$ cat src/rtl/fetch_pkg.sv
// Shared types for the instruction fetch unit: address/instruction words and FSM states.
package fetch_pkg;

  localparam int ADDR_W  = 16;
  localparam int INSTR_W = 32;

  typedef logic [ADDR_W-1:0]  addr_t;
  typedef logic [INSTR_W-1:0] instr_t;

  typedef enum logic [1:0] {
    ST_IDLE,
    ST_WAIT,
    ST_DISCARD,
    ST_FAULT
  } fetch_state_t;

  // Width of an occupancy counter that must represent 0..depth inclusive.
  function automatic int cnt_width(input int depth);
    return $clog2(depth) + 1;
  endfunction

endpackage

$ cat src/rtl/fetch_fifo.sv
// Prefetch buffer: power-of-two circular FIFO with combinational head and synchronous flush.
module fetch_fifo
  import fetch_pkg::*;
#(
  parameter int WIDTH = 48,
  parameter int DEPTH = 4,
  localparam int PW = $clog2(DEPTH),
  localparam int CW = cnt_width(DEPTH)
) (
  input  logic             clk,
  input  logic             rstn,
  input  logic             flush_i,
  input  logic             push_i,
  input  logic [WIDTH-1:0] wdata_i,
  input  logic             pop_i,
  output logic [WIDTH-1:0] rdata_o,
  output logic             empty_o,
  output logic [CW-1:0]    count_o
);

  logic [WIDTH-1:0] mem_q [DEPTH];
  logic [PW-1:0]    wr_ptr_q;
  logic [PW-1:0]    rd_ptr_q;
  logic [CW-1:0]    count_q;
  logic             full;
  logic             do_push;
  logic             do_pop;

  assign empty_o = (count_q == '0);
  assign full    = (count_q == CW'(DEPTH));
  assign do_push = push_i && !full && !flush_i;
  assign do_pop  = pop_i && !empty_o && !flush_i;

  always_ff @(posedge clk) begin
    if (do_push) mem_q[wr_ptr_q] <= wdata_i;
  end

  always_ff @(posedge clk or negedge rstn) begin
    if (!rstn) begin
      wr_ptr_q <= '0;
      rd_ptr_q <= '0;
      count_q  <= '0;
    end else if (flush_i) begin
      wr_ptr_q <= '0;
      rd_ptr_q <= '0;
      count_q  <= '0;
    end else begin
      if (do_push) wr_ptr_q <= wr_ptr_q + 1'b1;
      if (do_pop)  rd_ptr_q <= rd_ptr_q + 1'b1;
      case ({do_push, do_pop})
        2'b10:   count_q <= count_q + 1'b1;
        2'b01:   count_q <= count_q - 1'b1;
        default: count_q <= count_q;
      endcase
    end
  end

  // Stale storage is masked so an empty buffer always presents zeros.
  assign rdata_o = empty_o ? '0 : mem_q[rd_ptr_q];
  assign count_o = count_q;

endmodule

$ cat src/rtl/fetch_unit.sv
// Instruction fetch: one-outstanding ROM requester feeding a prefetch FIFO, with redirect and fault.
module fetch_unit
  import fetch_pkg::*;
#(
  parameter int ADDR_SIZE  = ADDR_W,
  parameter int INSTR_SIZE = INSTR_W,
  parameter int ROM_DEPTH  = 256,
  parameter int FIFO_DEPTH = 4
) (
  input  logic                  clk,
  input  logic                  rstn,
  output logic                  rom_req,
  output logic [ADDR_SIZE-1:0]  rom_addr,
  input  logic                  rom_valid,
  input  logic [INSTR_SIZE-1:0] rom_data,
  output logic                  instr_valid,
  output logic [INSTR_SIZE-1:0] instr,
  output logic [ADDR_SIZE-1:0]  instr_ip,
  input  logic                  instr_ready,
  input  logic                  jmp,
  input  logic [ADDR_SIZE-1:0]  jaddr,
  output logic                  fault
);

  localparam int EW = INSTR_SIZE + ADDR_SIZE;
  localparam int CW = cnt_width(FIFO_DEPTH);
  localparam logic [CW-1:0]    DEPTH_C   = CW'(FIFO_DEPTH);
  localparam logic [CW-1:0]    DEPTH_M1  = CW'(FIFO_DEPTH - 1);
  localparam logic [ADDR_SIZE:0] ROM_LIMIT = (ADDR_SIZE + 1)'(ROM_DEPTH);

  fetch_state_t         state_q, state_d;
  logic [ADDR_SIZE-1:0] fetch_ip_q, fetch_ip_d;
  logic [ADDR_SIZE-1:0] req_addr_q, req_addr_d;
  logic                 in_range;
  logic                 fifo_empty;
  logic [CW-1:0]        fifo_count;
  logic [EW-1:0]        fifo_head;
  logic                 push;

  assign in_range = ({1'b0, fetch_ip_q} < ROM_LIMIT);

  always_ff @(posedge clk or negedge rstn) begin
    if (!rstn) begin
      state_q    <= ST_IDLE;
      fetch_ip_q <= '0;
      req_addr_q <= '0;
    end else begin
      state_q    <= state_d;
      fetch_ip_q <= fetch_ip_d;
      req_addr_q <= req_addr_d;
    end
  end

  always_comb begin
    state_d    = state_q;
    fetch_ip_d = fetch_ip_q;
    req_addr_d = req_addr_q;
    if (rom_req) begin
      fetch_ip_d = fetch_ip_q + 1'b1;
      req_addr_d = fetch_ip_q;
    end
    case (state_q)
      ST_IDLE: begin
        if (rom_req)                                 state_d = ST_WAIT;
        else if (!jmp && fifo_empty && !in_range)    state_d = ST_FAULT;
      end
      ST_WAIT: begin
        // A redirect that coincides with the response has nothing left to drop.
        if (jmp)            state_d = rom_valid ? ST_IDLE : ST_DISCARD;
        else if (rom_valid) state_d = rom_req ? ST_WAIT : ST_IDLE;
      end
      ST_DISCARD: begin
        if (rom_valid) state_d = ST_IDLE;
      end
      ST_FAULT: begin
        if (jmp) state_d = ST_IDLE;
      end
      default: state_d = ST_IDLE;
    endcase
    if (jmp) fetch_ip_d = jaddr;
  end

  // Issue thresholds reserve a slot for the in-flight response, so pushes never hit a full buffer.
  always_comb begin
    rom_req = 1'b0;
    push    = 1'b0;
    fault   = 1'b0;
    case (state_q)
      ST_IDLE:  rom_req = (fifo_count < DEPTH_C);
      ST_WAIT: begin
        rom_req = rom_valid && (fifo_count < DEPTH_M1);
        push    = rom_valid && !jmp;
      end
      ST_FAULT: fault = 1'b1;
      default:  ;
    endcase
    rom_req = rom_req && in_range && !jmp && rstn;
  end

  assign rom_addr = fetch_ip_q;

  fetch_fifo #(
    .WIDTH (EW),
    .DEPTH (FIFO_DEPTH)
  ) u_fifo (
    .clk     (clk),
    .rstn    (rstn),
    .flush_i (jmp),
    .push_i  (push),
    .wdata_i ({rom_data, req_addr_q}),
    .pop_i   (instr_ready),
    .rdata_o (fifo_head),
    .empty_o (fifo_empty),
    .count_o (fifo_count)
  );

  assign instr_valid       = !fifo_empty;
  assign {instr, instr_ip} = fifo_head;

endmodule

$ cat config.mk
export PLATFORM = sky130hd
export DESIGN_NAME = fetch_unit
export DESIGN_NICKNAME = d
export VERILOG_FILES = /design/src/rtl/fetch_pkg.sv /design/src/rtl/fetch_fifo.sv /design/src/rtl/fetch_unit.sv
export SDC_FILE = /design/constraint.sdc
export NUM_CORES = 1
export LEC_CHECK = 0
export ABC_AREA = 1
export CORE_UTILIZATION = 55
export CTS_CLUSTER_DIAMETER = 120
export DETAILED_ROUTE_END_ITERATION = 16
export PLACE_DENSITY = 0.79
export SLEW_MARGIN = 20
export SYNTH_ARGS = -nofsm -noshare
export SYNTH_HDL_FRONTEND = slang
export SYNTH_HIERARCHICAL = 1
export SYNTH_SLANG_ARGS = --single-unit
$ cat constraint.sdc
create_clock -name clk -period 8.1 [get_ports clk]
set_input_delay 1.62 -clock clk [delete_from_list [all_inputs] [get_ports clk]]
set_output_delay 1.62 -clock clk [all_outputs]
set_load 0.02 [all_outputs]
==> results.py <==
metrics = {
    "yosys": {
        "synthCells": 828,
        "ys_types": 33,
        "synth_async_sr_flop_share": 0.176,
        "synth_fp_nets": 887,
        "dominantRegCellSynth": "edfxtp_1",
        "ys_seq_area_frac": 0.714,
        "synth-edff-count": 192,
        "syn_area_per_cell_um2": 11.5,
        "synth_area_mm2": 0.00951,
        "synth_warnings": 6,
        "synth_top_area_share": 0.606,
        "synth_seq_cells": 233,
        "synth_area_leaders": "edfxtp_1, dfrtp_1, nor2_1",
        "yosysTopAreaCell": "edfxtp_1",
    },
    "run": {
        "cap_violations": 0,
    },
    "final_layout": {
        "final_cell_mix": "nor2_1, edfxtp_1, clkdlybuf4s50_1, nand2_1, o21ai_0",
        "nets": 995,
        "syn_to_final_growth_pct": 21.7,
        "diodes": 0,
        "drive_gt1_frac": 0.0632,
        "final_common_cell": "nor2_1",
    },
    "timing": {
        "fmax_ghz": 0.171,
        "hold_viol": 0,
        "min_period_ns": 5.86,
        "setup_viol": 0,
        "finalCritPeriodShare": 0.723,
        "rsz0062_at_grt": "false",
        "skew_ns": 0.0159,
        "maxSlewHeadroom": 0.254,
        "worst_pin_slew_ns": 1.12,
        "fin_setup_tns_ns": 0,
        "slew_viol_final": 0,
    },
    "clocking": {
        "cts-buffers-inserted": 23,
        "holdBufCountCts": 0,
        "htreeDepth": 1,
        "post_cts_buffers": 0,
        "cts_tree": "done",
        "clock_latency_ns": 0.50,
        "cts_buffer_depth": 3,
        "cts_resized": 0,
        "clock_sinks": 233,
        "path_clk_slew_ns": 0.06,
        "root_buffer": "clkbuf_16",
    },
    "power": {
        "vdd_ir_drop_max_mv": 0.178,
        "power_leakage_uw": 0.00426,
        "powerDensity_mw_per_mm2": 305,
        "total_power_uw": 3530,
    },
    "grt": {
        "track_usage": 0.216,
        "antenna_found_initial": 0,
        "grt_pass1_vias": 6032,
        "grt_max_degree": 99,
        "overflow": 0,
        "grt_pass1_wl_mm": 30.1,
    },
    "floorplan": {
        "num_io_pins": 120,
        "die_area_mm2": 0.0178,
        "num_rows": 47,
        "die_y_um": 133,
        "core_area_mm2": 0.0168,
        "die_w_um": 133,
        "initial_core_util": 0.567,
    },
    "detailed_routing": {
        "drc": 0,
        "vias": 6292,
        "drt_first_pass_iters": 5,
        "postRouteWirelength_mm": 18.9,
        "vias_per_cell": 5.38,
        "drtIter0Drc": 602,
        "wl_per_cell_um": 16.2,
        "drtAntennaViolNets": 0,
    },
    "worst_setup_path": {
        "critPathRequiredTime_ns": 6.48,
        "arrival_ns": 4.24,
        "cp_max_fo": 27,
        "crit_type": "input pin to primary output",
        "endpoint_kind": "primary output",
        "startpoint_type": "input pin",
    },
    "status": {
        "status": "finished clean",
    },
    "placed_design": {
        "place.gp.congestion": 0.809,
        "hpwl_mm": 10.0,
        "place.port_buffers": 119,
    },
    "worst_hold_path": {
        "hp-class": "flip-flop to flip-flop",
    },
}
final cells by class:
class                   count  area [um^2]
flip-flops and latches    233         6800
fillers                  1180         5190
multi-input cells         513         2340
repair buffers            124         1220
clock buffers              26          587
well taps                 220          275
clock inverters            13          189
inverters                  41          156
power by group:
group	switching [uW]	total, uW	internal, uW
Combinational	567	961	395
Sequential	116	1480	1370
Clock	408	1080	677
per-stage QoR:
stage / utilization / cell area [um^2] / hold slack [ns] / setup WS, ns / instances
final: 0.690 / 11600 / 0.505 / 2.24 / 1170
after global routing: 0.690 / 11600 / 0.524 / 2.02 / 1170
after CTS: 0.690 / 11600 / 0.509 / 2.20 / 1170
after detailed placement: 0.644 / 10800 / 0.490 / 2.23 / 1131
after global placement: 0.644 / 10800 / 0.486 / 2.25 / 1131
after floorplan: - / 9510 / 0.476 / 3.37 / 828
critical path: stages:
cell and delay, ns:
clkdlybuf4s50_1 0.88, nor3b_4 0.46, nand3_2 0.29, inv_2 0.31, clkdlybuf4s50_1 0.66
routing by layer:
layer	wire (um)	vias to the layer above	track usage	part of all wire
met2	9420	217	0.376	0.50
li1	-	3050	-	-
met5	0	-	0	0
met4	316	0	0.0581	0.017
met3	1410	30	0.0415	0.074
met1	7770	2995	0.280	0.41
cell usage after synthesis (3+ instances only):
| master | count |
|---|---|
| nor2_1 | 215 |
| edfxtp_1 | 192 |
| nand2_1 | 90 |
| o21ai_0 | 77 |
| a21oi_1 | 51 |
| dfrtp_1 | 41 |
| o21ai_1 | 39 |
| inv_1 | 33 |
| nand3_1 | 16 |
| clkbuf_1 | 13 |
| buf_2 | 12 |
| buf_6 | 9 |
| inv_2 | 7 |
| ha_1 | 5 |
| buf_1 | 4 |
| buf_4 | 3 |
| nand4_1 | 3 |
path summary, 6_finish.rpt:
check	slack [ns]	end	cells past startpoint	start
max	2.24	rom_req	5	jmp
min	0.50	rom_addr[13]	2	rom_addr[13]
max reg2reg	5.62	u_fifo/rd_ptr_q[1]	3	u_fifo/rd_ptr_q[1]
min reg2reg	0.50	rom_addr[13]	2	rom_addr[13]
max in group asynchronous	6.52	u_fifo/rd_ptr_q[0]	2	rstn
min in group asynchronous	1.18	req_addr_q[8]	2	rstn
logic make-up (layout without fill, tap and decap cells):
group                      Yosys count  in the layout  synth area share
xor gates and xnor gates             3              3           0.00276
and+or+nand+nor                    333            333             0.141
buffers and inverters               82            204            0.0425
adders and majority gates            6              6           0.00868
DFF                                233            233             0.714
AOI/OAI and AO/OA                  171            171            0.0910
state kept, by name, summed over array words and instances, names as in the netlist:
signal / cells
u_fifo/mem_q: 192
req_addr_q: 16
rom_addr: 16
u_fifo/count_o: 3
state_q: 2
u_fifo/rd_ptr_q: 2
u_fifo/wr_ptr_q: 2
Power figures use the tool's default switching activity.
